--- src/rtl/amm_pkg.sv ---
// Shared widths, FSM states and ROM address packing for the a_mat_mult engine.
package amm_pkg;

    localparam int unsigned AMM_DATA_W = 8;
    localparam int unsigned AMM_COEF_W = 7;
    localparam int unsigned AMM_ACC_W  = AMM_DATA_W + AMM_COEF_W + 2;

    typedef enum logic [1:0] {
        LOAD,
        FETCH,
        DRAIN,
        OUT
    } amm_state_t;

    // ROM address is column-major: {col, pair}.
    function automatic logic [3:0] rom_addr_pack(input logic [1:0] col, input logic [1:0] pair);
        return {col, pair};
    endfunction

endpackage

--- src/rtl/amm_mac_lane.sv ---
// One multiply-accumulate lane: four accumulators indexed by ROM pair, with
// synchronous clear and a separate read port for the output stream.
module amm_mac_lane
    import amm_pkg::*;
#(
    parameter int unsigned DATA_W = AMM_DATA_W,
    parameter int unsigned COEF_W = AMM_COEF_W,
    parameter int unsigned ACC_W  = AMM_ACC_W
) (
    input  logic              clk,
    input  logic              rst,
    input  logic              clr,
    input  logic              en,
    input  logic [1:0]        sel,
    input  logic [COEF_W-1:0] coef,
    input  logic [DATA_W-1:0] x,
    input  logic [1:0]        rd_sel,
    output logic [ACC_W-1:0]  rd_data
);

    logic [ACC_W-1:0]         acc [4];
    logic [DATA_W+COEF_W-1:0] prod;

    always_comb begin
        prod = {{DATA_W{1'b0}}, coef} * {{COEF_W{1'b0}}, x};
    end

    always_ff @(posedge clk) begin
        if (!rst || clr) begin
            for (int unsigned i = 0; i < 4; i++) begin
                acc[i] <= '0;
            end
        end else if (en) begin
            acc[sel] <= acc[sel] + {{(ACC_W-DATA_W-COEF_W){1'b0}}, prod};
        end
    end

    always_comb begin
        rd_data = acc[rd_sel];
    end

endmodule

--- src/rtl/a_mat_mult.sv ---
// Matrix-vector engine: y = A*x over the 8x4 coefficient ROM, streamed out over valid/ready.
// Define A_MAT_MULT_SAT_EN to clamp out_data to 16 bits (accumulation is unaffected).
module a_mat_mult
    import amm_pkg::*;
#(
    parameter int unsigned DATA_W = AMM_DATA_W,
    parameter int unsigned COEF_W = AMM_COEF_W,
    parameter int unsigned ACC_W  = AMM_ACC_W
) (
    input  logic                clk,
    input  logic                rst,
    input  logic                in_valid,
    output logic                in_ready,
    input  logic [DATA_W-1:0]   in_data,
    output logic [3:0]          rom_addr,
    input  logic [2*COEF_W-1:0] A_input,
    output logic                out_valid,
    input  logic                out_ready,
    output logic [ACC_W-1:0]    out_data,
    output logic [2:0]          out_idx,
    output logic                busy
);

    amm_state_t       state, state_n;
    logic [1:0]       ld_cnt;
    logic [DATA_W-1:0] x [4];
    logic [3:0]       k;
    logic [3:0]       mac_k;
    logic             mac_v;
    logic             load_done;
    logic [ACC_W-1:0] acc_even, acc_odd, acc_sel;

    assign load_done = (state == LOAD) && in_valid && (ld_cnt == 2'd3);

    always_ff @(posedge clk) begin
        if (!rst) begin
            state <= LOAD;
        end else begin
            state <= state_n;
        end
    end

    always_comb begin
        state_n   = state;
        in_ready  = 1'b0;
        out_valid = 1'b0;
        busy      = 1'b1;
        rom_addr  = '0;
        case (state)
            LOAD: begin
                in_ready = 1'b1;
                busy     = 1'b0;
                if (load_done) state_n = FETCH;
            end
            FETCH: begin
                rom_addr = rom_addr_pack(k[3:2], k[1:0]);
                if (k == 4'd15) state_n = DRAIN;
            end
            DRAIN: state_n = OUT;
            OUT: begin
                out_valid = 1'b1;
                if (out_ready && (out_idx == 3'd7)) state_n = LOAD;
            end
            default: state_n = LOAD;
        endcase
    end

    // mac_v/mac_k lag k by one cycle to line up with the ROM's read latency.
    always_ff @(posedge clk) begin
        if (!rst) begin
            ld_cnt  <= '0;
            k       <= '0;
            mac_k   <= '0;
            mac_v   <= 1'b0;
            out_idx <= '0;
            for (int unsigned i = 0; i < 4; i++) begin
                x[i] <= '0;
            end
        end else begin
            mac_v <= (state == FETCH);
            mac_k <= k;
            case (state)
                LOAD: begin
                    k <= '0;
                    if (in_valid) begin
                        x[ld_cnt] <= in_data;
                        ld_cnt    <= ld_cnt + 2'd1;
                    end
                end
                FETCH: k <= k + 4'd1;
                DRAIN: out_idx <= '0;
                OUT:   if (out_ready) out_idx <= out_idx + 3'd1;
                default: ;
            endcase
        end
    end

    amm_mac_lane #(.DATA_W(DATA_W), .COEF_W(COEF_W), .ACC_W(ACC_W)) u_lane_even (
        .clk     (clk),
        .rst     (rst),
        .clr     (load_done),
        .en      (mac_v),
        .sel     (mac_k[1:0]),
        .coef    (A_input[2*COEF_W-1:COEF_W]),
        .x       (x[mac_k[3:2]]),
        .rd_sel  (out_idx[2:1]),
        .rd_data (acc_even)
    );

    amm_mac_lane #(.DATA_W(DATA_W), .COEF_W(COEF_W), .ACC_W(ACC_W)) u_lane_odd (
        .clk     (clk),
        .rst     (rst),
        .clr     (load_done),
        .en      (mac_v),
        .sel     (mac_k[1:0]),
        .coef    (A_input[COEF_W-1:0]),
        .x       (x[mac_k[3:2]]),
        .rd_sel  (out_idx[2:1]),
        .rd_data (acc_odd)
    );

    assign acc_sel = out_idx[0] ? acc_odd : acc_even;

    always_comb begin
        out_data = '0;
        if (out_valid) begin
`ifdef A_MAT_MULT_SAT_EN
            out_data = (|acc_sel[ACC_W-1:16]) ? {{(ACC_W-16){1'b0}}, 16'hFFFF} : acc_sel;
`else
            out_data = acc_sel;
`endif
        end
    end

endmodule

--- config.mk ---
export PLATFORM = sky130hd
export DESIGN_NAME = a_mat_mult
export DESIGN_NICKNAME = d
export VERILOG_FILES = /design/src/rtl/amm_pkg.sv /design/src/rtl/amm_mac_lane.sv /design/src/rtl/a_mat_mult.sv
export SDC_FILE = /design/constraint.sdc
export NUM_CORES = 1
export LEC_CHECK = 0
export ABC_AREA = 1
export CELL_PAD_IN_SITES_DETAIL_PLACEMENT = 1
export CELL_PAD_IN_SITES_GLOBAL_PLACEMENT = 1
export CORE_UTILIZATION = 50
export CTS_BUF_LIST = sky130_fd_sc_hd__clkbuf_4
export DETAILED_ROUTE_END_ITERATION = 8
export PLACE_DENSITY = 0.95
export SETUP_SLACK_MARGIN = 0.15
export SLEW_MARGIN = 20
export SYNTH_ARGS = -nofsm -noshare
export SYNTH_HDL_FRONTEND = slang
export SYNTH_HIERARCHICAL = 1
export SYNTH_SLANG_ARGS = --single-unit
--- constraint.sdc ---
create_clock -name clk -period 9.5 [get_ports clk]
set_clock_uncertainty 0.1 [all_clocks]
set_input_delay 2.375 -clock clk [delete_from_list [all_inputs] [get_ports clk]]
set_output_delay 2.375 -clock clk [all_outputs]
set_load 0.03 [all_outputs]
# After elaboration in Yosys (flattened, before gate mapping)
# Memories as Yosys holds them, arrays and structs flattened. A register that Yosys moved wholly into a read port is not among the register bits.
# Index checks and enable logic that the tools add are counted.
[word_totals]
regBits = 16
memories = 3
out_inout_bits = 27
elab_cells = 79
ramBits = 168
inputBits = 26
[op_classes]
reduce_logical = 14
n_addsub = 5
muxes = 39
multipliers = 2
eq_ne = 10
[mem_list]
columns = ["memory", "depth", "width", "read_ports", "rd_ports_with_merged_regs", "wr", "line", "text"]
rows = [
  ["u_lane_even.acc", 4, 17, 2, 2, 4, "amm_mac_lane.sv:21", "logic [ACC_W-1:0] acc [4];"],
  ["u_lane_odd.acc", 4, 17, 2, 2, 4, "amm_mac_lane.sv:21", ""],
  ["x", 4, 8, 1, 1, 4, "a_mat_mult.sv:26", "logic [DATA_W-1:0] x [4];"],
]
[ops]
columns = ["operator", "count"]
rows = [
  ["$mux 17", 4],
  ["$add 17x15->17", 2],
  ["$reduce_or 17->1", 2],
  ["$mul 7x8->15", 2],
  ["$mux 2", 13],
  ["$mux 1", 16],
  ["$mux 8", 1],
  ["$pmux 2 s4", 1],
  ["$pmux 4 s2", 1],
  ["$reduce_or 8->1", 1],
  ["$eq 2x2->1 const B", 3],
  ["$ne 2x2->1 const B", 3],
  ["$pmux 3 s2", 1],
  ["$add 4x1->4 const B", 1],
  ["$eq 4x4->1 const B", 1],
  ["$mux 4", 1],
  ["$reduce_and 2->1", 2],
  ["$reduce_bool 2->1", 2],
  ["$add 3x1->3 const B", 1],
  ["$eq 3x3->1 const B", 1],
  ["$logic_and 1x1->1", 3],
  ["$mux 3", 1],
  ["$reduce_and 3->1", 1],
  ["$add 2x1->2 const B", 1],
  ["5 further kinds", 5],
]

# Logic depth before layout (Yosys ltp)
# Gate-level depths: netlist of run 1.
[logic_depth]
ltp_word = 8
mapped_depth = 25
depth_no_buf = 24

# By module
# The synthesis of run 1 kept the hierarchy.
[modules_own_cells]
columns = ["module", "seq_area_each_um2", "area_per_inst_um2", "cells_each", "n_inst"]
rows = [
  ["amm_mac_lane (u_lane_odd)", 2042.0, 6045.8, 769, 1],
  ["amm_mac_lane (u_lane_even)", 2042.0, 5990.7, 758, 1],
  ["a_mat_mult", 1281.2, 2447.3, 293, 1],
]

# Worst setup path after synthesis of run 1
# No wires, ideal clock.
[synth_timing]
kind = "input to register"
from = "in A_input[8]"
to = "mem u_lane_even/acc[2][10] (netlist bit) (data pin)"
required_time_ns = 9.134
setup_ns = 0.266
arrival_time_ns = 5.900
stages = 20
n_path_buf = 1
path_slack_ns = 3.234
cell_sequence = "clkbuf_1 > nand2_1 > fa_1 > inv_1 > fa_1 > fa_1 > inv_1 > fa_1 > inv_1 > ha_1 > nand2_1 > inv_1 > nand2_1 > nand2_1 > a21oi_1 > nand2_1 > nand2_1 > nor2_2 > inv_2 > nor2_1"
[synth_lines]
columns = ["item", "line", "text"]
rows = [
  ["start, declared", "a_mat_mult.sv:16", "input logic [2*COEF_W-1:0] A_input,"],
  ["end, declared", "amm_mac_lane.sv:21", ""],
]

==> flow_summary.ini, run 1 <==
[yosys]
syn_nets = 2017
synth_top_family_by_area = simple AND/OR/NAND/NOR gates
synth-compound-area-share = 0.0972
synthSimpleGateAreaFrac = 0.223
syn_inst = 1820
synthMuxAreaShare = 0
ys_ff_latch = 184
avgSynthCellArea_um2 = 7.96
syn_area_um2 = 14500
synth_xor_area_frac = 0.00121
synth_adder_area_share = 0.191
ys_types = 43
yosysSeqAreaShare = 0.370
yosysWarnings = 6

[sta]
finalCriticalPeriod_ps = 6630
finalSetupViolations = 0
fin_ws_ps = 2870
slew_headroom = 0.175
tightest_slew_ps = 1230
tns_ps = 0
final-hold-violation-count = 0
period_share = 0.698
final_max_slew_viol_count = 0
max_freq_ghz = 0.151
rsz0062_at_grt = no

[hold_path]
min_from = k[3]
hp-class = register to register

[detailed_routing]
ant_nets = 0
via_per_inst = 5.97
wire_per_inst_um = 22.4
routed_wl_um = 49900
via_count = 13291
drc_errors = 0
first_pass_iters = 6
drt_iter0_markers = 1450

[pwr]
leakage_nw = 7.71
vdd_drop_max_mv = 0.183
power_density_nw_per_um2 = 202

[floorplan]
start_util = 0.514
core_area_um2 = 28200
ioPinCount = 53
dieHeight_um = 172
placementRows = 61
dieWidth_um = 172
dieArea_um2 = 29700

[flow_run]
drv_cap = 0

[clock_tree]
clock-root-buffer = clkbuf_4
clk_pin_slew_ps = 190
ctsLongestPathBuffers = 2
h-tree-depth = 4
post_cts_resized = 0
insertion_delay_ps = 640
cts.sinks = 184
post_cts_buffers = 0
ctsHoldBuffers = 0
numCtsBuffers = 17
tritoncts = built

[placed_design]
portBuffers = 52
dpl.hpwl_um = 35500
gp_congestion = 0.894
place_ws_ps = 2360

[worst_setup_path]
crit_slowest_cell = clkdlybuf4s50_1
worstPathMaxFanout = 8
path_cells = clkdlybuf4s50_1 -> nand2_1 -> fa_1 -> fa_1 -> inv_1 -> fa_1 -> inv_1 -> fa_1 -> inv_1 -> ha_1 -> nand2_1 -> nand3b_1 -> nand2_1 -> nand2_1 -> nand2_1 -> nand2_1 -> nand3_1 -> nor2_1
crit_type = primary input to register
crit_path_end_kind = register
arrival_ps = 6890
path_common_cell = nand2_1
worst_path_largest_cell_delay_ps = 700
crit_start = A_input[13]
required_ps = 9750
worstSetupStartpointType = primary input

[grt]
grt_pass1_vias = 14199
grt_overflow = 0
antenna_found_initial = 1
gr-usage-all-layers = 0.349
grt_max_degree = 67
grt_pass1_wl_um = 76900

[finish]
multiInputGateArea_um2 = 7430
fin_nets = 2031
seqCellArea_um2 = 5370
nFillCells = 3440
drive_gt1_frac = 0.0531
area_delta_synth_final_pct = 7.58

[run_status]
outcome = complete, no violations
## layout make-up
class                      instances  area share
antenna                            1    0.000161
clock buffer                      17     0.00819
clock inverter                    15      0.0124
inverter                         365      0.0882
multi-input combinational       1201       0.477
sequential                       184       0.344
tap                              378      0.0304
timing repair buffer              65      0.0397
## worst max-delay path, delay by kind of cell
kind | cells | cell delay, ps
adder cells (fa/ha/maj) | 5 | 2510
AND/OR/NAND/NOR | 9 | 1140
buffers and inverters | 4 | 870
## power by group
part	switching (W)	total [W]	internal (W)	leakage [nW]
sequential	0.0000469	0.00100	0.000955	1.87
combinational	0.00114	0.00167	0.000528	5.67
clock	0.000352	0.000481	0.000130	0.167
total	0.00154	0.00315	0.00161	7.71
## flip-flops by register name, summed over array words and instances (netlist names), named ones only
register / flops
k: 4
ld_cnt: 2
mac_k: 2
mac_v: 1
out_idx: 3
state: 2
u_lane_even/acc: 68
u_lane_odd/acc: 68
x: 32
## worst paths after layout
| kind | end | slack [ps] | depth (start not counted) |
|---|---|---|---|
| max | u_lane_even/acc[0][11] | 2870 | 18 |
| min | register | 430 | 2 |
| max reg2reg | u_lane_even/acc[0][8] | 3740 | 21 |
| min reg2reg | register | 430 | 2 |
## cell usage after synthesis, drive strengths merged
cell type,count,area share
xnor2,1,0.00060
o221ai,4,0.0024
clkinv,2,0.00060
a21oi,37,0.013
inv,363,0.094
o21ai,140,0.048
fa,84,0.12
nand2,356,0.096
nor2,343,0.093
nand4,10,0.0043
ha,87,0.075
xor2,1,0.00060
clkbuf,46,0.012
a221oi,2,0.0012
nand3b,8,0.0041
a31oi,2,0.00086
nand3,46,0.019
nor3,5,0.0017
a32o,6,0.0041
buf,24,0.0099
a22oi,1,0.00052
nor3b,2,0.0022
o22ai,61,0.026
edfxtp,168,0.35
dfxtp,16,0.022
and2,4,0.0019
or2,1,0.00043
## placed cells by master (no fill, tap or decap), types with 8 or more instances in the layout
cell / count
inv_1: 350
buf_4: 13
edfxtp_1: 168
nand3b_1: 8
o21ai_0: 140
clkbuf_4: 17
dfxtp_1: 14
clkdlybuf4s50_1: 52
nand3_1: 37
ha_1: 87
fa_1: 84
nand2_2: 10
inv_2: 11
nand2_1: 342
nand4_1: 10
nor2_1: 333
o22ai_1: 61
nand3_2: 9
a21oi_1: 35
## through the flow
stage               utilization  instance area (um2)  cells  power [W]  hold slack, ps
finish                    0.553                15600   2226    0.00315             431
floorplan                     -                14500   1820    0.00214             346
detailed placement        0.542                15300   2193    0.00262             406
CTS                       0.553                15600   2225    0.00311             431
global route              0.553                15600   2226    0.00335             468
global placement          0.542                15300   2193    0.00248             390
## cell families after synthesis
logic type,count (synthesis)
flops,184
xor+xnor,2
fa+ha+maj,171
simple gates,775
buf+inv,435
compound gates,253
## metal layers
layer,global-route usage,vias up,share of wire
met5,0,-,0
met1,0.408,6520,0.37
met3,0.0723,223,0.089
met4,0.198,0,0.060
met2,0.595,777,0.48
li1,-,5771,-
Power figures use the tool's default switching activity.
==> inputs of run 2 (changes only) <==
--- a/config.mk
+++ b/config.mk
@@ -8,7 +8,7 @@
 export ABC_AREA = 1
 export CELL_PAD_IN_SITES_DETAIL_PLACEMENT = 1
 export CELL_PAD_IN_SITES_GLOBAL_PLACEMENT = 1
-export CORE_UTILIZATION = 50
+export CORE_UTILIZATION = 49
 export CTS_BUF_LIST = sky130_fd_sc_hd__clkbuf_4
 export DETAILED_ROUTE_END_ITERATION = 8
 export PLACE_DENSITY = 0.95
==> constraint.sdc (replaced) <==
create_clock -name clk -period 6.28 [get_ports clk]
set_clock_uncertainty 0.1 [all_clocks]
set_input_delay 1.57 -clock clk [delete_from_list [all_inputs] [get_ports clk]]
set_output_delay 1.57 -clock clk [all_outputs]
set_load 0.03 [all_outputs]
==> run 2 against run 1 <==
- final area up 0.63%
- register-to-register slack got worse by 3200 ps
- highest routed layer unchanged
- combinational power is 54% higher
- cell count grew 0.72%
- total power up 54%
- sequential share of layout area is 0.21 points lower
- critical endpoint is now u_lane_even/acc[2][11]
- global-route usage shrank 1.3 points
- wire length is 0.90% higher
- count of clock-buffer cells in the layout unchanged
- die area up 2.0%
- first-iteration DRC count shrank 18%
==> flow_summary.ini, run 2 (synthesis results as in run 1) <==
[run_status]
outcome = complete, no violations

[flow_run]
drv_cap = 0

[detailed_routing]
routed_wl_um = 50300
via_per_inst = 5.92
via_count = 13272
first_pass_iters = 5
ant_nets = 0
drc_errors = 0
drt_iter0_markers = 1188
wire_per_inst_um = 22.5

[floorplan]
start_util = 0.502
placementRows = 62
dieHeight_um = 174
ioPinCount = 53
core_area_um2 = 28900
dieWidth_um = 174
dieArea_um2 = 30200

[sta]
finalCriticalPeriod_ps = 5810
period_share = 0.925
tightest_slew_ps = 1140
tns_ps = 0
final-hold-violation-count = 0
max_freq_ghz = 0.172
finalSetupViolations = 0
slew_headroom = 0.240
rsz0062_at_grt = no
final_max_slew_viol_count = 0

[worst_setup_path]
r2r_slack_ps = 530
worstPathMaxFanout = 8
crit_path_end_kind = register
arrival_ps = 6070
worstSetupStartpointType = primary input
required_ps = 6540
crit_type = primary input to register

[clock_tree]
numCtsBuffers = 17
post_cts_buffers = 0
clk_pin_slew_ps = 190
ctsLongestPathBuffers = 2
ctsHoldBuffers = 0
cts.sinks = 184
h-tree-depth = 4
post_cts_resized = 0
tritoncts = built
insertion_delay_ps = 640
clock-root-buffer = clkbuf_4

[grt]
grt_max_degree = 52
gr-usage-all-layers = 0.336
grt_pass1_vias = 14437
grt_overflow = 0
antenna_found_initial = 1
grt_pass1_wl_um = 77600

[pwr]
vdd_drop_max_mv = 0.198
leakage_nw = 7.77
power_density_nw_per_um2 = 308

[finish]
final_util = 0.543
drive_gt1_frac = 0.0587
antenna_cells = 0
area_delta_synth_final_pct = 8.26
seqCellArea_um2 = 5370
largestRegisters = u_lane_even/acc (68), u_lane_odd/acc (68), x (32)
multiInputGateArea_um2 = 7430
nFillCells = 3599
final_common_cell = inv_1
mostFrequentLayoutCells = inv_1, nand2_1, nor2_1
fin_nets = 2042

[hold_path]
hp-class = register to register

[placed_design]
portBuffers = 52
dpl.hpwl_um = 36600
gp_congestion = 0.915
-- run 2: cell types whose count changed in the layout (fill, tap and decap cells not counted) --
cell	previous run	this run
diode_2	1	0
inv_6	5	2
clkinv_4	1	0
buf_4	13	24
inv_8	1	5
-- run 2: layer usage --
| layer | vias to the layer above | GRT usage | routed length [um] |
|---|---|---|---|
| met1 | 6507 | 0.397 | 18500 |
| met5 | - | 0 | 0 |
| met3 | 199 | 0.0634 | 4250 |
| li1 | 5790 | - | - |
| met4 | 0 | 0.172 | 2550 |
| met2 | 776 | 0.583 | 25000 |
-- run 2: per-stage QoR --
step / hold WS (ps) / instances / cell area [um2] / setup WS (ps) / total power, W
floorplan: 346 / 1820 / 14500 / 819 / 0.00324
global route: 433 / 2242 / 15700 / 307 / 0.00512
detailed placement: 393 / 2210 / 15300 / -50.6 / 0.00402
CTS: 418 / 2242 / 15700 / 568 / 0.00479
global placement: 374 / 2210 / 15300 / 268 / 0.00381
finish: 427 / 2242 / 15700 / 469 / 0.00484
-- run 2: power breakdown --
group	leakage (nW)	switching (W)	internal [W]
combinational	5.73	0.00176	0.000815
clock	0.173	0.000535	0.000202
sequential	1.87	0.0000809	0.00144
total	7.77	0.00237	0.00246
-- run 2: final timing paths --
| kind | cells past startpoint | end | start |
|---|---|---|---|
| setup reg to reg | 20 | u_lane_even/acc[2][11] | register |
| hold reg to reg | 2 | mac_k[1] | k[1] |
| hold / removal | 2 | mac_k[1] | k[1] |
| setup / recovery | 18 | u_lane_even/acc[2][11] | A_input[12] |
-- run 2: cell type report --
cell class,instances,area share
clock buffers,17,0.00814
well taps,384,0.0306
multi-input cells,1201,0.474
repair buffers,76,0.0447
clock inverters,15,0.0130
flip-flops and latches,184,0.342
inverters,365,0.0876
-- run 2: worst max-delay path: stages --
cell and delay, ps:
clkdlybuf4s50_1 680, nand2_1 160, fa_1 520, fa_1 550, inv_1 60, fa_1 520
inv_1 60, fa_1 550, inv_1 60, ha_1 380, nand2_1 90, nand3b_1 170
nand2_1 180, nand2_1 110, nand2_1 90, nand2_1 60, nand3_1 160, nor2_1 80
